**config.mk**
```make
export PLATFORM = sky130hd
export DESIGN_NAME = binary_to_bcd_seq_flat
export DESIGN_NICKNAME = d
export VERILOG_FILES = /design/src/rtl/binary_to_bcd_seq_pkg.sv /design/src/rtl/binary_to_bcd_seq_if.sv /design/src/rtl/binary_to_bcd_seq_add3.sv /design/src/rtl/binary_to_bcd_seq.sv /design/src/flat_wrapper.sv
export SDC_FILE = /design/constraint.sdc
export NUM_CORES = 1
export LEC_CHECK = 0
export CORE_ASPECT_RATIO = 1.5
export CORE_MARGIN = 2
export CORE_UTILIZATION = 54
export CTS_CLUSTER_DIAMETER = 150
export DETAILED_ROUTE_END_ITERATION = 8
export PLACE_DENSITY = 0.83
export SYNTH_ARGS = -nofsm -noshare
export SYNTH_HDL_FRONTEND = slang
export SYNTH_HIERARCHICAL = 1
export SYNTH_SLANG_ARGS = --single-unit
```
**constraint.sdc**
```tcl
create_clock -name clock -period 1.7 [get_ports clock]
set_input_delay 0.34 -clock clock [delete_from_list [all_inputs] [get_ports clock]]
set_output_delay 0.34 -clock clock [all_outputs]
set_load 0.05 [all_outputs]
```
**src/rtl/binary_to_bcd_seq_pkg.sv**
```systemverilog
// ---------------------------------------------------------------------------
// bcd_defs : shared constants and FSM encoding for binary_to_bcd_seq
// Rev 1.0
// ---------------------------------------------------------------------------
`default_nettype none

package bcd_defs;

   localparam int         DIGIT_W    = 4;
   localparam logic [3:0] BLANK_CODE = 4'hF;
   localparam logic [3:0] SAT_DIGIT  = 4'h9;

   typedef enum logic [1:0] {
      ST_IDLE  = 2'd0,
      ST_SHIFT = 2'd1,
      ST_DONE  = 2'd2
   } state_t;

endpackage

`default_nettype wire

```
**src/rtl/binary_to_bcd_seq_if.sv**
```systemverilog
// ---------------------------------------------------------------------------
// binary_to_bcd_seq_if : start/busy/done handshake and result bus
// Rev 1.0
// ---------------------------------------------------------------------------
`default_nettype none

interface binary_to_bcd_seq_if
   import bcd_defs::*;
#(
   parameter int WIDTH  = 8,
   parameter int DIGITS = 3
);

   logic                        start;
   logic [WIDTH-1:0]            data;
   logic                        busy;
   logic                        done;
   logic [DIGIT_W*DIGITS-1:0]   bcd;
   logic                        overflow;

   modport master (
      output start, data,
      input  busy, done, bcd, overflow
   );

   modport slave (
      input  start, data,
      output busy, done, bcd, overflow
   );

endinterface

`default_nettype wire

```
**src/rtl/binary_to_bcd_seq_add3.sv**
```systemverilog
// ---------------------------------------------------------------------------
// bcd_add3 : double-dabble digit correction (digit >= 5 ? digit + 3 : digit)
// Rev 1.0
// ---------------------------------------------------------------------------
`default_nettype none

module bcd_add3
   import bcd_defs::*;
(
   input  wire logic [DIGIT_W-1:0] digit_i,
   output logic      [DIGIT_W-1:0] digit_o
);

   assign digit_o = (digit_i >= 4'd5) ? digit_i + 4'd3 : digit_i;

endmodule

`default_nettype wire

```
**src/rtl/binary_to_bcd_seq.sv**
```systemverilog
// ---------------------------------------------------------------------------
// binary_to_bcd_seq : sequential shift-and-add-3 converter, one bit per clock,
// saturating overflow. Optional leading-zero blanking via BCD_BLANK_EN.
// Rev 1.0
// ---------------------------------------------------------------------------
`default_nettype none

module binary_to_bcd_seq
   import bcd_defs::*;
#(
   parameter int WIDTH  = 8,
   parameter int DIGITS = 3
)(
   input  wire logic             clock,
   input  wire logic             reset,
   binary_to_bcd_seq_if.slave    bus
);

   localparam int                 BCD_W    = DIGIT_W * DIGITS;
   localparam int                 CNT_W    = $clog2(WIDTH + 1);
   localparam logic [CNT_W-1:0]   LAST_CNT = CNT_W'(WIDTH - 1);

   state_t                 state_q;
   logic [WIDTH-1:0]       sreg_q;
   logic [BCD_W-1:0]       digits_q;
   logic [CNT_W-1:0]       cnt_q;
   logic                   sticky_q;
   logic                   busy_q;
   logic                   done_q;
   logic [BCD_W-1:0]       bcd_q;
   logic                   ovf_q;

   logic [BCD_W-1:0]       adj_w;
   logic [BCD_W+WIDTH:0]   shifted_w;
   logic [BCD_W-1:0]       digits_d;
   logic [WIDTH-1:0]       sreg_d;
   logic                   sticky_d;
   logic [BCD_W-1:0]       result_d;

   for (genvar g = 0; g < DIGITS; g++) begin : g_add3
      bcd_add3 u_add3 (
         .digit_i (digits_q[g*DIGIT_W +: DIGIT_W]),
         .digit_o (adj_w[g*DIGIT_W +: DIGIT_W])
      );
   end

   // MSB of the shifted word is the bit leaving the top digit
   assign shifted_w = {adj_w, sreg_q, 1'b0};
   assign digits_d  = shifted_w[BCD_W+WIDTH-1:WIDTH];
   assign sreg_d    = shifted_w[WIDTH-1:0];
   assign sticky_d  = sticky_q | shifted_w[BCD_W+WIDTH];

`ifdef BCD_BLANK_EN
   logic leading_w;
`endif

   always_comb begin
      result_d = digits_d;
`ifdef BCD_BLANK_EN
      leading_w = 1'b1;
`endif
      if (sticky_d) begin
         result_d = {DIGITS{SAT_DIGIT}};
      end else begin
`ifdef BCD_BLANK_EN
         for (int i = DIGITS - 1; i >= 1; i--) begin
            if (leading_w && (result_d[i*DIGIT_W +: DIGIT_W] == 4'h0)) begin
               result_d[i*DIGIT_W +: DIGIT_W] = BLANK_CODE;
            end else begin
               leading_w = 1'b0;
            end
         end
`endif
      end
   end

   always_ff @(posedge clock) begin
      if (reset) begin
         state_q  <= ST_IDLE;
         sreg_q   <= '0;
         digits_q <= '0;
         cnt_q    <= '0;
         sticky_q <= 1'b0;
         busy_q   <= 1'b0;
         done_q   <= 1'b0;
         bcd_q    <= '0;
         ovf_q    <= 1'b0;
      end else begin
         case (state_q)
            ST_IDLE: begin
               done_q <= 1'b0;
               if (bus.start) begin
                  state_q  <= ST_SHIFT;
                  busy_q   <= 1'b1;
                  sreg_q   <= bus.data;
                  digits_q <= '0;
                  cnt_q    <= '0;
                  sticky_q <= 1'b0;
               end
            end
            ST_SHIFT: begin
               digits_q <= digits_d;
               sreg_q   <= sreg_d;
               sticky_q <= sticky_d;
               cnt_q    <= cnt_q + CNT_W'(1);
               // result publishes on the final shift edge, entering DONE
               if (cnt_q == LAST_CNT) begin
                  state_q <= ST_DONE;
                  done_q  <= 1'b1;
                  bcd_q   <= result_d;
                  ovf_q   <= sticky_d;
               end
            end
            ST_DONE: begin
               done_q  <= 1'b0;
               busy_q  <= 1'b0;
               state_q <= ST_IDLE;
            end
            default: begin
               state_q <= ST_IDLE;
            end
         endcase
      end
   end

   assign bus.busy     = busy_q;
   assign bus.done     = done_q;
   assign bus.bcd      = bcd_q;
   assign bus.overflow = ovf_q;

endmodule

`default_nettype wire

```
**src/flat_wrapper.sv**
```systemverilog
// flat-port wrapper written by rule: the top's interface ports become plain ports
module binary_to_bcd_seq_flat import bcd_defs::*;
#(
   parameter int WIDTH  = 8,
   parameter int DIGITS = 3
)
  (clock, reset, bus_start, bus_data, bus_busy, bus_done, bus_bcd, bus_overflow);
  binary_to_bcd_seq_if #(.WIDTH(WIDTH), .DIGITS(DIGITS)) bus_i ();
  input  wire logic clock;
  input  wire logic reset;
  input wire logic [$bits(bus_i.start)-1:0] bus_start;
  input wire logic [$bits(bus_i.data)-1:0] bus_data;
  output wire logic [$bits(bus_i.busy)-1:0] bus_busy;
  output wire logic [$bits(bus_i.done)-1:0] bus_done;
  output wire logic [$bits(bus_i.bcd)-1:0] bus_bcd;
  output wire logic [$bits(bus_i.overflow)-1:0] bus_overflow;
  assign bus_i.start = bus_start;
  assign bus_i.data = bus_data;
  assign bus_busy = bus_i.busy;
  assign bus_done = bus_i.done;
  assign bus_bcd = bus_i.bcd;
  assign bus_overflow = bus_i.overflow;
  binary_to_bcd_seq #(.WIDTH(WIDTH), .DIGITS(DIGITS)) u_core (.clock(clock), .reset(reset), .bus(bus_i));
endmodule
```
# Word-level counts from Yosys, hierarchy flattened
# Index checks and enable logic that the tools add are counted.
dict set report totals {
  rom_bits 0
  reg_bits 42
  mem_count 0
  latch_bits 0
  ram_bits 0
  output_inout_bits 15
  input_bits 11
}
dict set report classes {
  bitwise_logic 1
  n_div 0
  mux 19
  addsub 4
  n_lt_le_gt_ge 3
  n_shift 0
  n_reduce_logical 10
  eq_ne 5
  multipliers 0
}
# cell count
set ops {}
lappend ops {{$mux W12} 2}
lappend ops {{$pmux W12 S2} 1}
lappend ops {{$mux W4} 4}
lappend ops {{$pmux W8 S2} 1}
lappend ops {{$add A4 B2 Y4 const B} 3}
lappend ops {{$ge A4 B3 Y1 const B} 3}
lappend ops {{$reduce_and A2 Y1} 5}
lappend ops {{$mux W8} 1}
lappend ops {{$pmux W4 S2} 1}
lappend ops {{$pmux W1 S2} 3}
lappend ops {{$reduce_bool A2 Y1} 3}
lappend ops {{$add A4 B1 Y4 const B} 1}
lappend ops {{$eq A4 B3 Y1 const B} 1}
lappend ops {{$mux W2} 2}
lappend ops {{$pmux W2 S2} 1}
lappend ops {{$mux W1} 3}
lappend ops {{$eq A2 B1 Y1 const B} 1}
lappend ops {{$eq A2 B2 Y1 const B} 1}
lappend ops {{$logic_not A2 Y1} 1}
lappend ops {{$ne A2 B1 Y1 const B} 1}
lappend ops {{$ne A2 B2 Y1 const B} 1}
lappend ops {{$reduce_or A2 Y1} 1}
lappend ops {{$or A1 B1 Y1} 1}

# Logic depth before layout (Yosys ltp)
# Gate-level depths: netlist of run 1.
dict set report logic_depth {
  word_depth 4
  ltp_mapped 8
  depth_no_buf 8
}

# Modules after synthesis
# The synthesis of run 1 kept the hierarchy.
# module cells_each instances seq_area_each_um2 area_per_inst_um2
set modules_own_cells {}
lappend modules_own_cells {binary_to_bcd_seq 188 1 840.8 1732.9}
lappend modules_own_cells {bcd_add3 16 3 0.0 101.3}

# Worst setup path before layout of run 1
# Ideal clock, no wire load.
dict set report synth_timing {
  path_type {reg-to-reg}
  from {reg u_core.digits_q[9]}
  to {reg u_core.bcd_q[11] (netlist: u_core/bus.bcd[11])}
  stages_incl_launch_ff 9
  synth_period_minus_slack_ps 1499
  required_ps 1567
  slack_ps 201
  arrival_ps 1366
  n_path_buf 0
  path_cell_list {dfxtp_1 -> inv_1 -> ha_1 -> nand2b_1 -> nand2b_1 -> o21ai_1 -> or2_2 -> nor4_1 -> nor3_1}
}
dict set report synth_between {
  elab_chain_len 4
}
# element line_no
set synth_lines {}
lappend synth_lines {{start, declared} binary_to_bcd_seq.sv:25} ;# logic [BCD_W-1:0] digits_q;
lappend synth_lines {{start signal, assigned} binary_to_bcd_seq.sv:102} ;# digits_q <= digits_d;
lappend synth_lines {{$add A4 B2 Y4 / $ge A4 B3 Y1 (equally long branches)} binary_to_bcd_seq_add3.sv:14} ;# assign digit_o = (digit_i >= 4'd5) ? digit_i + 4'd3 : digit_i;
lappend synth_lines {{$mux W4 (*)} binary_to_bcd_seq_add3.sv:14}
lappend synth_lines {{net u_core.adj_w[11]} binary_to_bcd_seq.sv:33} ;# logic [BCD_W-1:0] adj_w;
lappend synth_lines {{$or A1 B1 Y1 (*)} binary_to_bcd_seq.sv:51} ;# assign sticky_d = sticky_q | shifted_w[BCD_W+WIDTH];
lappend synth_lines {{$mux W12 (*)} binary_to_bcd_seq.sv:62} ;# if (sticky_d) begin
lappend synth_lines {{end signal, assigned} binary_to_bcd_seq.sv:110} ;# bcd_q <= result_d;
lappend synth_lines {{end, declared} binary_to_bcd_seq.sv:30} ;# logic [BCD_W-1:0] bcd_q;
# The timed path passes the listed nets; every way through them passes the cells marked *.
# A chain may end at the register's enable or synchronous reset.

# Worst setup path in the final report of run 1
dict set report layout_timing {
  from {reg u_core.digits_q[9]}
  to {reg u_core.bcd_q[10] (netlist: u_core/bus.bcd[10])}
}
# element line_no
set layout_rtl {}
lappend layout_rtl {{$add A4 B2 Y4 / $ge A4 B3 Y1 (equally long branches)} binary_to_bcd_seq_add3.sv:14}
lappend layout_rtl {{$mux W4 (*)} binary_to_bcd_seq_add3.sv:14}
lappend layout_rtl {{net u_core.adj_w[9]} binary_to_bcd_seq.sv:33}
lappend layout_rtl {{$mux W12 (*)} binary_to_bcd_seq.sv:62}
# Marked as above.

==> flow_summary_export.csv, run 1 <==
group,metric,value,unit
yosys,synth_nets,254,
sta,clock.fmax,625.7,MHz
sta,worst_slew_pin_slew,0.3973,ns
routing,via_count,1876,
sta,period_share,94.01,%
yosys,ys_types,43,
placed_design,place_congestion,0.7668,
die,die_w,54.15,um
cts,cts_sinks,42,
global_route,grtUsageTotal,23.82,%
pwr,p_comb_share,9.6,%
placed_design,dpl.cell_count,307,
pwr,p_per_area,797.1,nW/um2
sta,clock_skew,0.006439,ns
cts,root_buffer,"clkbuf_8",
yosys,ys_ff_latch,42,
global_route,grt_pass1_vias,1768,
routing,dr.pass1.iters,4,
sta,slew_headroom,73.43,%
placed_design,post-dp-hpwl,3.371,mm
pwr,clockPowerShare,39.2,%
cts,tritoncts,"built",
routing,route.detailed.drc,0,
cells_and_area,instances_no_fill,315,
sta,final.min_clock_period,1.598,ns
die,ios,26,
cells_and_area,area_growth,23.59,%
yosys,synthArstFlopShare,0,%
critical_path,worstPathMaxFanout,3,
cts,htreeDepth,2,
sta,final-max-slew-violation-count,0,
routing,routed_via_density,5.956,
critical_path,crit_type,"reg -> reg",
status,status,"complete, no violations",
cts,cts_max_path_buffers,2,
sta,hold_ws,0.4758,ns
sta,fin_ws,0.1018,ns
yosys,yosys-top-cells-area,"dfxtp_1 41%, a21oi_1 5.4%, a22oi_1 4.8%",
die,num_rows,27,
yosys,synth_enable_flop_cells,0,
yosys,syn_area,2037,um2
pwr,p_seq_share,51.1,%
hold_path,hold_path_class,"reg -> reg",
placed_design,pre_cts_ws,-0.04776,ns
pwr,ir_drop,580.5,uV
yosys,yosysTopAreaCell,"dfxtp_1",
yosys,synth_common_cells,"42 x dfxtp_1, 24 x nor2_1, 22 x a21oi_1",
die,die_y,79.22,um
yosys,ys_dominant_reg_cell,"dfxtp_1",
global_route,grt_overflow,0,
die,core_area,3649,um2
critical_path,cp_data_required_time,1.92,ns
cells_and_area,drive_above_1_share,23.53,%
placed_design,io_buffer_count,25,
routing,drt-wirelength-per-cell,15.32,um
global_route,grt_max_degree,31,
yosys,synth_cells,236,
critical_path,start_kind,"flip-flop",
cells_and_area,n_antenna_cell,0,
sta,final.setup.tns,0,ns
sta,setup_viol,0,
cts,cts_buffers,5,
cells_and_area,fillers,308,
cells_and_area,num-nets-final,290,
yosys,yosys_warnings,6,
cts,clock_latency,0.29,ns
pwr,leakagePower,0.9546,nW
placed_design,place_area,2340,um2
pwr,p_int,1.561,mW
pwr,switching_share,22.23,%
die,dieArea,4289,um2
critical_path,cp.arrival,1.82,ns
die,start_util,55.83,%
yosys,syn_avg_cell_area,8.631,um2
yosys,ys_seq_area_share,41.28,%
routing,drtIter0Drc,52,
global_route,grt_antenna_before_repair,0,
cells_and_area,stdcell_area,2517,um2
routing,wirelength,4.825,mm
global_route,grt_pass1_wl,7.728,mm
flow_run,cap_violations,0,
critical_path,end_kind,"flip-flop",
cts,path_clk_slew,0.08,ns
yosys,synth_most_common_cell,"dfxtp_1",
pwr,switching_power,0.4460,mW
routing,ant_nets,0,
sta,hold_viol,0,
yosys,synth_top_area_share,41.28,%
[timing repair]
action / 4_1_cts / 5_1_grt
hold buffers: 0 / 0
endpoints found under the setup margin: 0 / 15
endpoints found under the hold margin: 0 / 0
gates resized for setup: 0 / 15
buffers inserted: 0 / 1
[state kept, by name, summed over array words and instances, names as in the netlist]
signal and flops:
u_core/sticky_q 1, u_core/state_q 2, u_core/bus.busy 1, u_core/sreg_q 8
u_core/bus.done 1, u_core/digits_q 12, u_core/bus.overflow 1, u_core/cnt_q 4
u_core/bus.bcd 12
[cells in the final DEF, fill, tap and decap left out, types with 2 or more instances in the layout]
cell             instances
nand3_1                  2
nand2_1                 14
o221ai_1                 3
nor4_2                   3
a31oi_1                  2
a221oi_1                 2
nand2b_1                 7
inv_1                   13
mux2i_2                  3
nor3_1                   7
dfxtp_2                  4
a211oi_1                 3
nor2_1                  23
o21ai_1                  3
a21oi_2                  2
a21oi_1                 22
xnor2_1                  3
ha_1                     6
or3b_1                   2
nor4_1                   2
a22oi_1                 13
clkdlybuf4s50_1         10
nand3b_1                 2
nand4_1                  6
o22ai_1                  3
nor2b_1                  2
clkbuf_8                 6
dfxtp_1                 38
o21ai_0                 12
buf_4                   35
[layout make-up]
cell class | count | area (um2) | share of cell area (%)
multi-input combinational | 165 | 1094 | 43.44
inverter | 13 | 48.80 | 1.938
sequential | 42 | 845.8 | 33.60
tap | 43 | 53.80 | 2.137
clock buffer | 6 | 82.58 | 3.280
timing repair buffer | 45 | 362.8 | 14.41
clock inverter | 1 | 30.03 | 1.193
[cells by family after synthesis]
| group | count (synthesis) | share of synthesized area, % |
|---|---|---|
| buf+inv | 29 | 7.617 |
| fa+ha+maj | 7 | 4.300 |
| simple gates | 76 | 18.80 |
| compound gates | 75 | 24.76 |
| flops | 42 | 41.28 |
| xor+xnor | 3 | 1.290 |
| mux | 4 | 1.966 |
[per-stage QoR]
stage,total power [mW],util [%]
floorplan,1.168,-
global placement,1.235,64.13
detailed placement,1.237,64.13
CTS,2.017,67.22
global route,2.085,69.00
finish,2.007,69.00
[metal layers]
layer / vias up / track usage (%) / wire length, um
met5: - / 0 / 0
met4: 0 / 9.000 / 83
met2: 36 / 42.29 / 2527
li1: 921 / - / -
met1: 911 / 26.60 / 2055
met3: 8 / 4.699 / 159
[power groups by stage]
stage / registers [mW] / clock network [mW] / logic, mW
floorplan: 1.05 / 0 / 0.119
global placement: 1.05 / 0 / 0.188
detailed placement: 1.05 / 0 / 0.189
CTS: 1.02 / 0.801 / 0.191
global route: 1.03 / 0.848 / 0.210
finish: 1.03 / 0.788 / 0.193
[worst max-delay path, stage by stage, from the launching register on]
cell      delay (ns)
dfxtp_2         0.33
inv_1           0.07
ha_1            0.18
nand2b_4        0.14
buf_4           0.13
a21oi_4         0.15
mux2i_2         0.26
nand4_1         0.12
a21oi_1         0.15
[final timing paths]
path / start / endpoint / slack, ns / cells past startpoint
max: u_core/digits_q[9] / u_core/bus.bcd[10] / 0.10 / 8
min: u_core/sreg_q[6] / u_core/sreg_q[7] / 0.48 / 2
max reg2reg: u_core/digits_q[9] / u_core/bus.bcd[10] / 0.10 / 8
min reg2reg: u_core/sreg_q[6] / u_core/sreg_q[7] / 0.48 / 2
Power figures use the tool's default switching activity.
==> run 2, diff against run 1 <==
--- a/config.mk
+++ b/config.mk
@@ -15,3 +15,4 @@
 export SYNTH_HDL_FRONTEND = slang
 export SYNTH_HIERARCHICAL = 1
 export SYNTH_SLANG_ARGS = --single-unit
+export TNS_END_PERCENT = 30
==> run 2 against run 1 <==
Against the previous run: non-clock buffer count fell by 1; routed wire length barely moved; total power barely moved; via count fell by 0.48%; sequential share of layout area rose by 0.067 points; critical path type unchanged.
==> flow_summary_export.csv, run 2 (same netlist as run 1, synthesis figures left out) <==
group,metric,value,unit
cells_and_area,final_common_cell,"dfxtp_1",
routing,wirelength,4.822,mm
die,core_area,3649,um2
hold_path,min_from,"u_core/sreg_q[6]",
die,dieArea,4289,um2
global_route,grt_pass1_wl,7.728,mm
sta,setup_viol,0,
cells_and_area,fillers,306,
cells_and_area,register_area,844.6,um2
cells_and_area,num-nets-final,289,
sta,clock.fmax,626.2,MHz
routing,ant_nets,0,
critical_path,cp_data_required_time,1.92,ns
cells_and_area,drive_above_1_share,22.88,%
die,die_y,79.22,um
cts,tritoncts,"built",
placed_design,place_congestion,0.7668,
cts,cts_buffers,5,
cells_and_area,stdcell_area,2509,um2
hold_path,hold_path_class,"reg -> reg",
routing,drtIter0Drc,49,
sta,slew_headroom,73.12,%
placed_design,post-dp-hpwl,3.371,mm
routing,route.detailed.drc,0,
sta,final-max-slew-violation-count,0,
critical_path,crit_type,"reg -> reg",
cts,hold_buffers,0,
global_route,grt_overflow,0,
global_route,grt_antenna_before_repair,0,
status,status,"complete, no violations",
routing,routed_via_density,5.946,
cells_and_area,final_core_util,68.76,%
sta,period_share,93.94,%
critical_path,startpoint,"u_core/digits_q[1]",
cts,cts_max_path_buffers,2,
placed_design,pre_cts_ws,-0.04776,ns
sta,hold_viol,0,
global_route,grt_use_met1,26.60,%
die,ios,26,
global_route,met2_usage,42.29,%
cells_and_area,most-common-layout-cells,"39 x dfxtp_1, 34 x buf_4, 23 x nor2_1",
die,die_w,54.15,um
cts,clock_latency,0.29,ns
flow_run,cap_violations,0,
sta,rsz0062_at_grt,"true",
global_route,grt-busiest-layer,"met2",
pwr,power.total,2.007,mW
global_route,met3_usage,4.699,%
cells_and_area,area_growth,23.16,%
die,num_rows,27,
cts,htreeDepth,2,
cells_and_area,multi_input_area,1094,um2
routing,via_count,1867,
cells_and_area,n_antenna_cell,0,
critical_path,worstPathMaxFanout,3,
cts,root_buffer,"clkbuf_8",
routing,dr.pass1.iters,4,
sta,clock_skew,0.006786,ns
critical_path,r2r-start,"u_core/digits_q[1]",
global_route,grt_pass1_vias,1768,
sta,fin_ws,0.1030,ns
global_route,grtUsageTotal,23.82,%
placed_design,place_area,2340,um2
pwr,p_per_area,800.0,nW/um2
critical_path,cp.arrival,1.82,ns
die,start_util,55.83,%
sta,worst_slew_pin_slew,0.4019,ns
global_route,grt_max_degree,31,
routing,drt-wirelength-per-cell,15.36,um
cts,cts_sinks,42,
critical_path,end_kind,"flip-flop",
cts,path_clk_slew,0.07,ns
pwr,ir_drop,581.7,uV
pwr,leakagePower,0.9500,nW
critical_path,start_kind,"flip-flop",
sta,final.min_clock_period,1.597,ns
placed_design,io_buffer_count,25,
==> run 2: cell types whose count changed in the layout (fill, tap and decap cells not counted) <==
cell and change:
buf_4 -1, dfxtp_2 -1, dfxtp_1 +1
==> run 2: repair_timing <==
action / 4_1_cts / 5_1_grt
setup endpoints to repair: 0 / 15
setup buffers: 0 / 0
endpoints found under the hold margin: 0 / 0
resized for setup: 0 / 14
==> run 2: area by class of cell <==
class / count / area share (%)
Clock buffer: 6 / 3.292
Clock inverter: 1 / 1.197
Inverter: 13 / 1.945
Multi-Input combinational cell: 165 / 43.59
Sequential cell: 42 / 33.67
Tap cell: 43 / 2.145
Timing Repair Buffer: 44 / 14.16
==> run 2: worst paths after layout <==
| check | endpoint | cells past startpoint | slack (ns) |
|---|---|---|---|
| setup / recovery | u_core/bus.bcd[2] | 7 | 0.10 |
| hold / removal | u_core/sreg_q[7] | 2 | 0.48 |
| setup reg to reg | u_core/bus.bcd[2] | 7 | 0.10 |
| hold reg to reg | u_core/sreg_q[7] | 2 | 0.48 |
==> run 2: critical path: stages, from the launching register on <==
cell	delay, ns
dfxtp_2	0.35
inv_1	0.07
ha_1	0.17
nand2b_1	0.16
a21oi_2	0.21
mux2i_2	0.30
nand4_1	0.12
a21oi_1	0.15
==> run 2: metrics by stage <==
step	TNS [ns]	instances	hold slack, ns
2_1_floorplan	0	236	0.4439
4_1_cts	0	314	0.4783
3_3_place_gp	-0.1649	307	0.4681
6_report	0	314	0.4759
5_1_grt	-0.003189	314	0.5188
3_5_place_dp	-0.4328	307	0.4677
==> run 2: report_power, final <==
| part | switching [mW] | internal (mW) | leakage, nW |
|---|---|---|---|
| logic | 0.109 | 0.0842 | 0.550 |
| registers | 0.0193 | 1.01 | 0.343 |
| clock network | 0.318 | 0.470 | 0.0573 |
| total | 0.447 | 1.56 | 0.950 |
==> run 2: layer usage <==
| layer | up-vias | wire length [um] |
|---|---|---|
| li1 | 922 | - |
| met1 | 885 | 2001 |
| met2 | 52 | 2534 |
| met3 | 8 | 220 |
| met4 | 0 | 65 |
| met5 | - | 0 |
